==> src/rtl/adder_metrics_pkg.sv <==
// Shared definitions for the approximate-adder characterisation monitors:
// run-control state encoding and the default datapath widths.
package adder_metrics_pkg;

   localparam int DATA_W = 16;
   localparam int ED_W   = DATA_W + 1;

   typedef enum logic [1:0] {
      IDLE  = 2'd0,
      RUN   = 2'd1,
      DRAIN = 2'd2,
      DONE  = 2'd3
   } state_t;

endpackage

==> src/rtl/adder_error_monitor_ed_calc.sv <==
// Combinational unsigned error distance |exact - approx| plus a flag that is
// high whenever the two results differ.
module ed_calc #(
   parameter int W = adder_metrics_pkg::ED_W
) (
   input  logic [W-1:0] i_exact,
   input  logic [W-1:0] i_approx,
   output logic [W-1:0] o_ed,
   output logic         o_nonzero
);

   // Subtract in whichever order keeps the result non-negative.
   assign o_ed      = (i_exact >= i_approx) ? (i_exact - i_approx) : (i_approx - i_exact);
   assign o_nonzero = (i_exact != i_approx);

endmodule

==> src/rtl/adder_error_monitor.sv <==
// Accumulates error count, summed error distance and maximum error distance
// of an approximate adder against an internally recomputed exact sum.
module adder_error_monitor #(
   parameter int DATA_W = adder_metrics_pkg::DATA_W,
   parameter int CNT_W  = 16,
   parameter int ACC_W  = DATA_W + 1 + CNT_W
) (
   input  logic              clk,
   input  logic              rst_n,
   input  logic              start,
   input  logic [CNT_W-1:0]  num_samples,
   input  logic              in_valid,
   output logic              in_ready,
   input  logic [DATA_W-1:0] a,
   input  logic [DATA_W-1:0] b,
   input  logic              cin,
   input  logic [DATA_W-1:0] approx_sum,
   input  logic              approx_cout,
   output logic              busy,
   output logic              done,
   output logic [CNT_W-1:0]  err_count,
   output logic [DATA_W:0]   max_ed,
   output logic [ACC_W-1:0]  sum_ed
);

   import adder_metrics_pkg::*;

   localparam int EW = DATA_W + 1;

   state_t            r_state;
   logic [CNT_W-1:0]  r_target;
   logic [CNT_W-1:0]  r_accCnt;
   logic              r_inReady;
   logic              r_busy;
   logic              r_done;

   logic              r_s1Valid;
   logic [EW-1:0]     r_s1Exact;
   logic [EW-1:0]     r_s1Approx;
   logic              r_s2Valid;
   logic [EW-1:0]     r_s2Ed;
   logic              r_s2Nz;

   logic [CNT_W-1:0]  r_errCount;
   logic [EW-1:0]     r_maxEd;
   logic [ACC_W-1:0]  r_sumEd;

   logic              w_accept;
   logic              w_start;
   logic [CNT_W-1:0]  w_accNext;
   logic [EW-1:0]     w_exact;
   logic [EW-1:0]     w_ed;
   logic              w_nz;

   assign w_accept  = in_valid & r_inReady;
   assign w_start   = start & ((r_state == IDLE) || (r_state == DONE));
   assign w_accNext = r_accCnt + CNT_W'(1);
   assign w_exact   = {1'b0, a} + {1'b0, b} + EW'(cin);

   // Run control; in_ready is cleared on the accepting edge of the last sample
   // so the block never takes more than num_samples.
   always_ff @(posedge clk or negedge rst_n) begin
      if (!rst_n) begin
         r_state   <= IDLE;
         r_target  <= '0;
         r_accCnt  <= '0;
         r_inReady <= 1'b0;
         r_busy    <= 1'b0;
         r_done    <= 1'b0;
      end else begin
         case (r_state)
            IDLE, DONE: begin
               if (start) begin
                  r_target <= num_samples;
                  r_accCnt <= '0;
                  if (num_samples == '0) begin
                     r_state <= DONE;
                     r_done  <= 1'b1;
                  end else begin
                     r_state   <= RUN;
                     r_inReady <= 1'b1;
                     r_busy    <= 1'b1;
                     r_done    <= 1'b0;
                  end
               end
            end
            RUN: begin
               if (w_accept) begin
                  r_accCnt <= w_accNext;
                  if (w_accNext == r_target) begin
                     r_inReady <= 1'b0;
                     r_state   <= DRAIN;
                  end
               end
            end
            DRAIN: begin
               if (!r_s1Valid && !r_s2Valid) begin
                  r_state <= DONE;
                  r_busy  <= 1'b0;
                  r_done  <= 1'b1;
               end
            end
            default: r_state <= IDLE;
         endcase
      end
   end

   ed_calc #(.W(EW)) u_edCalc (
      .i_exact   (r_s1Exact),
      .i_approx  (r_s1Approx),
      .o_ed      (w_ed),
      .o_nonzero (w_nz)
   );

   // Two-stage pipeline: capture results, then register the error distance.
   always_ff @(posedge clk or negedge rst_n) begin
      if (!rst_n) begin
         r_s1Valid  <= 1'b0;
         r_s1Exact  <= '0;
         r_s1Approx <= '0;
         r_s2Valid  <= 1'b0;
         r_s2Ed     <= '0;
         r_s2Nz     <= 1'b0;
      end else begin
         r_s1Valid <= w_accept;
         if (w_accept) begin
            r_s1Exact  <= w_exact;
            r_s1Approx <= {approx_cout, approx_sum};
         end
         r_s2Valid <= r_s1Valid;
         if (r_s1Valid) begin
            r_s2Ed <= w_ed;
            r_s2Nz <= w_nz;
         end
      end
   end

   // Metric accumulators, cleared by an accepted start.
   always_ff @(posedge clk or negedge rst_n) begin
      if (!rst_n) begin
         r_errCount <= '0;
         r_maxEd    <= '0;
         r_sumEd    <= '0;
      end else if (w_start) begin
         r_errCount <= '0;
         r_maxEd    <= '0;
         r_sumEd    <= '0;
      end else if (r_s2Valid) begin
         r_sumEd <= r_sumEd + ACC_W'(r_s2Ed);
         if (r_s2Ed > r_maxEd) r_maxEd <= r_s2Ed;
         if (r_s2Nz) r_errCount <= r_errCount + CNT_W'(1);
      end
   end

   assign in_ready  = r_inReady;
   assign busy      = r_busy;
   assign done      = r_done;
   assign err_count = r_errCount;
   assign max_ed    = r_maxEd;
   assign sum_ed    = r_sumEd;

endmodule

==> config.mk <==
export PLATFORM = sky130hd
export DESIGN_NAME = adder_error_monitor
export DESIGN_NICKNAME = d
export VERILOG_FILES = /design/src/rtl/adder_metrics_pkg.sv /design/src/rtl/adder_error_monitor_ed_calc.sv /design/src/rtl/adder_error_monitor.sv
export SDC_FILE = /design/constraint.sdc
export NUM_CORES = 1
export LEC_CHECK = 0
export ABC_AREA = 1
export CAP_MARGIN = 20
export CORE_MARGIN = 3
export CORE_UTILIZATION = 50
export DETAILED_ROUTE_END_ITERATION = 10
export PLACE_DENSITY = 0.7
export SLEW_MARGIN = 20
export SYNTH_ARGS = -nofsm -noshare
export SYNTH_HDL_FRONTEND = slang
export SYNTH_SLANG_ARGS = --single-unit
==> constraint.sdc <==
create_clock -name clk -period 4.7 [get_ports clk]
set_input_delay 0.94 -clock clk [delete_from_list [all_inputs] [get_ports clk]]
set_output_delay 0.94 -clock clk [all_outputs]
set_load 0.03 [all_outputs]
==> flow_metrics.tcl, run 1 <==
set metrics [dict create \
    fin_skew_ps 14.3 \
    whs_ps 506 \
    post_cts_resized 0 \
    die_w_microns 155 \
    period_needed_ps 3020 \
    r2r_start "r_state[0]" \
    fill_cells 1975 \
    setup_viol 0 \
    syn-num-nets 1686 \
    start_util_pct 51.7 \
    slew_headroom_pct 37.2 \
    p_leak_nw 6.42 \
    synthArstFlopShare_pct 100 \
    dp_hpwl_microns 22500 \
    cts_tree "built" \
    grt_max_degree 81 \
    cts_buffers 17 \
    synthTopCellsByArea "dfrtp_1 (35%), nand2_1 (14%), ha_1 (9.8%)" \
    detail-route-antenna-nets 0 \
    worstPathRequired_ps 5040 \
    multi_input_area_sq_um 6230 \
    core_area_sq_um 21400 \
    fp.dieH_microns 155 \
    synth_top_area_cell "dfrtp_1" \
    dr.first_iter.drc_count 699 \
    avgSynthCellArea_sq_um 7.27 \
    drc 0 \
    slowest_delay_ps 490 \
    p_sw_share_pct 46.6 \
    pwr-share-comb_pct 51.2 \
    hold_buffers 0 \
    timing.final.crit_share_pct 64.3 \
    cp_top_family "compound AO/OA/AOI/OAI gates" \
    ir_drop_uv 224 \
    wl_microns 28800 \
    gp_congestion 0.967 \
    antenna_found_initial 0 \
    power.internal_mw 3.81 \
    hp-class "reg2reg" \
    hold_end "r_target[1]" \
    r2r_end "sum_ed[13]" \
    grt_pass1_wl_microns 47600 \
    power.share.clock_pct 19.8 \
    rsz0062_at_grt "no" \
    drive_gt1_share_pct 5.28 \
    yosysWarnings 0 \
    synth_top_area_share_pct 35.4 \
    grt_pass1_vias 9614 \
    areaGrowthSynthToFinish_pct 20.0 \
    placedCellCount 1909 \
    worstSkewPairLatency_ps 440 \
    path_depth 14 \
    seqPwrFrac_pct 29.0 \
    path_cells "clkdlybuf4s50_1, fa_1, inv_1, fa_1, inv_1, nand2_1, nand2_1, nand2_1, nand2_1, a21oi_1, o21ai_0, a21oi_1, or2_2, a31oi_1" \
    crit_path_top_delay_cell "clkdlybuf4s50_1" \
    grt.total_usage_pct 24.0 \
    synth_edf_count 0 \
    synth_most_common_cell "nand2_1" \
    reg2reg_slack_ps 1930 \
    maxCapViolations 0 \
    startpoint_type "input port" \
    finalHoldViolations 0 \
    finalSetupTns_ps 0 \
    yosys_register_bits 157 \
    min_path_cells 2 \
    worst_slew_pin_slew_ps 942 \
    synth_flop_cell "dfrtp_1" \
    cts_setup_buffers 0 \
    antennaDiodeCount 0 \
    final-seq-area_sq_um 3930 \
    timing.critical_path.buf_inv 3 \
    power.density_nw_per_um2 536 \
    synth.distinct_cells 55 \
    gr-total-overflow 0 \
    ys_seq_area_share_pct 35.4 \
    outcome "finished, final reports clean" \
    clock_sinks 157 \
    num_rows 53 \
    clockRootBuffer "clkbuf_16" \
    netlist_instances 1524 \
    r2r.worst_path.cells 11 \
    num_io_pins 139 \
    drv_slew 0 \
    die-area_sq_um 24000 \
    max_clock_freq_mhz 331 \
    path_class "in2reg" \
    max-clock-path-buffers 2 \
    crit_path_end_kind "register" \
    stdcell_count 1941 \
    io_buffers 138 \
    via_per_inst 5.34 \
    synth_area_sq_um 11100 \
    nets 1815 \
    cpMostUsedCell "nand2_1" \
    synthTopCellsByCount "nand2_1 (417), inv_1 (193), dfrtp_1 (157), o21ai_0 (118), nor2_1 (104)" \
    hold_path_startpoint "r_target[1]" \
    wl_per_cell_microns 14.8 \
    critical_path.max_fanout 3 \
    first_pass_iters 5 \
    h-tree-depth 4 \
    cts.clk_slew.worst_paths_ps 70 \
    critPathArrivalTime_ps 3360 \
    p_sw_mw 3.32 \
    num_vias 10400 \
]
## metrics by stage
stage | utilization (%) | total power [mW] | area [sq um] | setup WS (ps)
after floorplan | - | 4.60 | 11100 | 1990
after global placement | 59.3 | 5.65 | 12700 | 1310
after detailed placement | 59.3 | 5.72 | 12700 | 1240
after CTS | 62.1 | 7.15 | 13300 | 1690
after global routing | 62.1 | 7.73 | 13300 | 1490
final | 62.1 | 7.13 | 13300 | 1680
## per-layer routing
layer / GRT usage [%] / vias up / share of wire, %
li1: - / 5268 / -
met1: 34.6 / 4783 / 48
met2: 38.6 / 280 / 45
met3: 3.34 / 31 / 5.0
met4: 5.72 / 0 / 1.5
met5: 0 / - / 0
## tightest hold or removal path: stages, from the launching register on
cell and delay, ps:
dfrtp_1 360, nand2_1 50, o21ai_0 60
## flip-flops by register name, indices dropped and copies added, names as in the netlist, 16 cells and up
register,count
err_count,16
r_s2Ed,17
r_s1Exact,17
r_target,16
r_accCnt,16
max_ed,17
r_s1Approx,17
sum_ed,33
## worst max path at each step
| stage | start | to | slack [ps] |
|---|---|---|---|
| finish | a[0] | r_s1Exact[10] | 1680 |
| global route | a[0] | r_s1Exact[10] | 1490 |
| CTS | a[0] | r_s1Exact[10] | 1690 |
| detailed placement | a[0] | r_s1Exact[10] | 1240 |
| global placement | a[0] | r_s1Exact[10] | 1310 |
| floorplan | a[0] | r_s1Exact[10] | 1990 |
## power by group through the flow
stage          sequential (mW)  combinational (mW)  clock, mW
2_1_floorplan             2.21                2.39          0
3_3_place_gp              2.09                3.56          0
3_5_place_dp              2.09                3.63          0
4_1_cts                   2.07                3.64       1.43
5_1_grt                   2.11                4.13       1.49
6_report                  2.07                3.65       1.41
## logic make-up after synthesis
| kind of cell | synth area share (%) |
|---|---|
| flip-flops | 35.4 |
| AO/OA/AOI/OAI | 15.2 |
| AND/OR/NAND/NOR | 27.2 |
| adder cells (fa/ha/maj) | 10.7 |
| multiplexers | 0.102 |
| buffers and inverters | 8.37 |
| XOR/XNOR | 2.92 |
## layout make-up
| class | count | share of cell area (%) |
|---|---|---|
| clock buffers | 17 | 3.20 |
| clock inverters | 15 | 1.27 |
| inverters | 200 | 5.66 |
| multi-input cells | 1131 | 46.8 |
| flip-flops and latches | 157 | 29.5 |
| well taps | 275 | 2.59 |
| repair buffers | 146 | 10.9 |
## placed cells by master (no fill, tap or decap), types with 4 or more instances in the layout
master and instances:
inv_8 6, clkdlybuf4s50_1 137, or2_2 6, nor3_1 13, nor2_2 9, nand3_1 94, o21ai_0 118, inv_1 193
nand3b_1 4, nand4_1 21, nor2_4 4, nand2_1 417, nor4_1 5, clkbuf_16 17, ha_1 87, o21bai_1 5
nand3_2 4, a31oi_1 23, inv_6 4, xnor2_1 13, a21o_1 10, nand2_2 5, nor3_2 4, fa_1 5
xor2_1 24, buf_4 7, o22ai_1 12, dfrtp_1 157, nor2_1 104, a21oi_1 103, o21ai_1 11, o31ai_1 4
No activity file was read; power rests on OpenSTA's default activity.
==> inputs of run 2 (changes only) <==
Settings changed: PLACE_DENSITY 0.7 to 0.73.
Clock period 4.7 ns to 2.6 ns, I/O delays scaled along.
==> run 2 against run 1 <==
  * Non-clock buffer count up 35
  * Register-to-register slack got worse by 1700 ps
  * Highest routed layer unchanged
  * Largest cell class unchanged
  * Die area unchanged
==> flow_metrics.tcl, run 2 (synthesized netlist as in run 1, its figures left out) <==
set metrics [dict create \
    outcome "finished, final reports clean" \
    wl_microns 29800 \
    maxCapViolations 0 \
    crit_path_end_kind "register" \
    first_pass_iters 7 \
    clock_sinks 157 \
    antennaDiodeCount 0 \
    finalHoldViolations 0 \
    dp_hpwl_microns 23400 \
    path_class "reg2reg" \
    cts_buffers 17 \
    reg2reg_slack_ps 210 \
    fp.dieH_microns 155 \
    stdcell_count 1976 \
    wl_per_cell_microns 15.1 \
    period_needed_ps 2390 \
    worst_slew_pin_slew_ps 531 \
    timing.final.crit_share_pct 92.0 \
    grt_pass1_vias 10200 \
    largest_reg_flops 33 \
    crit_path_top_delay_cell "dfrtp_1" \
    p_sw_mw 6.05 \
    cp_top_family "compound AO/OA/AOI/OAI gates" \
    gr-total-overflow 0 \
    final_common_cell "nand2_1" \
    worstSkewPairLatency_ps 430 \
    placedCellCount 1944 \
    r2r.worst_path.cells 13 \
    start_util_pct 51.7 \
    drv_slew 0 \
    pwr-share-comb_pct 52.8 \
    slew_headroom_pct 64.6 \
    drive_gt1_share_pct 7.47 \
    io_buffers 138 \
    max_clock_freq_mhz 418 \
    slowest_delay_ps 430 \
    die-area_sq_um 24000 \
    total_power_mw 13.1 \
    setup_viol 0 \
    ir_drop_uv 490 \
    via_per_inst 5.40 \
    place_ws_ps -300 \
    fin_util_pct 63.4 \
    nets 1850 \
    hold_buffers 0 \
    num_rows 53 \
    antenna_found_initial 0 \
    core_area_sq_um 21400 \
    final_cell_mix "nand2_1 (417), inv_1 (193), dfrtp_1 (157)" \
    grt.total_usage_pct 25.3 \
    die_w_microns 155 \
    max-clock-path-buffers 2 \
    areaGrowthSynthToFinish_pct 22.6 \
    p_leak_nw 6.59 \
    power.internal_mw 7.08 \
    num_vias 10700 \
    fin_skew_ps 18.0 \
    power.density_nw_per_um2 966 \
    grt_pass1_wl_microns 50000 \
    grt_max_degree 58 \
    finalSetupTns_ps 0 \
    p_sw_share_pct 46.1 \
    gp_congestion 0.936 \
    design_area_sq_um 13600 \
    cts.clk_slew.worst_paths_ps 70 \
    worstPathRequired_ps 2920 \
    r2r_end "sum_ed[22]" \
    critical_path.max_fanout 6 \
    seqPwrFrac_pct 28.3 \
    dr.first_iter.drc_count 650 \
    h-tree-depth 4 \
    place_area_sq_um 13000 \
    critPathArrivalTime_ps 2710 \
    cpMostUsedCell "nand3_1" \
    cts_tree "built" \
    power.share.clock_pct 18.9 \
    cts_setup_buffers 0 \
    clockRootBuffer "clkbuf_16" \
    drc 0 \
    hp-class "in2async" \
    whs_ps 37.4 \
    path_cells "ha_2, fa_2, nand3_1, nand3_1, a21boi_1, buf_4, inv_1, a21oi_1, o21bai_2, nand3_1, nand2_1, nand2_1, nor2_1" \
    timing.critical_path.buf_inv 2 \
    startpoint_type "register" \
    final.setup.worst_slack_ps 208 \
    rsz0062_at_grt "no" \
    r2r_start "r_s2Ed[0]" \
    detail-route-antenna-nets 0 \
    num_io_pins 139 \
]
[run 2: cell count changes in the layout (fill, tap and decap cells not counted), moves of 2 or more]
cell and change:
o21ai_0 -2, inv_8 -5, buf_12 +2, clkinv_4 +3
ha_1 -2, o21ai_1 +2, buf_4 +33, ha_2 +2
[run 2: worst reg2reg max path, cell delays in order (launching register included)]
cell      delay [ps]
dfrtp_1          430
ha_2             230
fa_2             360
nand3_1           80
nand3_1          110
a21boi_1         180
buf_4            160
inv_1             40
a21oi_1          250
o21bai_2         170
nand3_1          110
nand2_1           60
nand2_1           70
nor2_1            40
[run 2: metal layers]
metal	track usage, %	vias up	routed length, microns
met5	0	-	0
met4	7.15	0	508
met3	3.70	40	1760
met2	41.6	336	13900
met1	34.9	4953	13600
li1	-	5349	-
[run 2: worst max-delay path by stage]
| stage | depth (start not counted) | start | slack, ps | end |
|---|---|---|---|---|
| finish | 13 | r_s2Ed[0] | 210 | sum_ed[22] |
| global route | 14 | r_s2Ed[0] | 5 | sum_ed[28] |
| CTS | 13 | r_s2Ed[0] | 80 | sum_ed[22] |
| detailed placement | 14 | a[0] | -300 | r_s1Exact[10] |
| global placement | 14 | a[0] | -270 | r_s1Exact[10] |
| floorplan | 12 | sum_ed[0] | 260 | sum_ed[22] |
[run 2: final cells by class]
type	count	area [sq um]
fillers	1917	7830
inverters	200	753
clock buffers	19	443
repair buffers	181	1740
flip-flops and latches	157	3930
multi-input cells	1131	6250
clock inverters	13	130
well taps	275	344
[run 2: repair_timing]
action,in CTS,in global routing
setup endpoints to repair,0,20
hold endpoints to repair,0,0
resized for setup,0,8
[run 2: power by group through the flow]
stage / logic [mW] / registers, mW / clock network (mW)
after floorplan: 4.32 / 4.00 / 0
after global placement: 6.67 / 3.73 / 0
after detailed placement: 6.84 / 3.75 / 0
after CTS: 6.88 / 3.71 / 2.51
after global routing: 7.76 / 3.80 / 2.62
final: 6.93 / 3.72 / 2.48
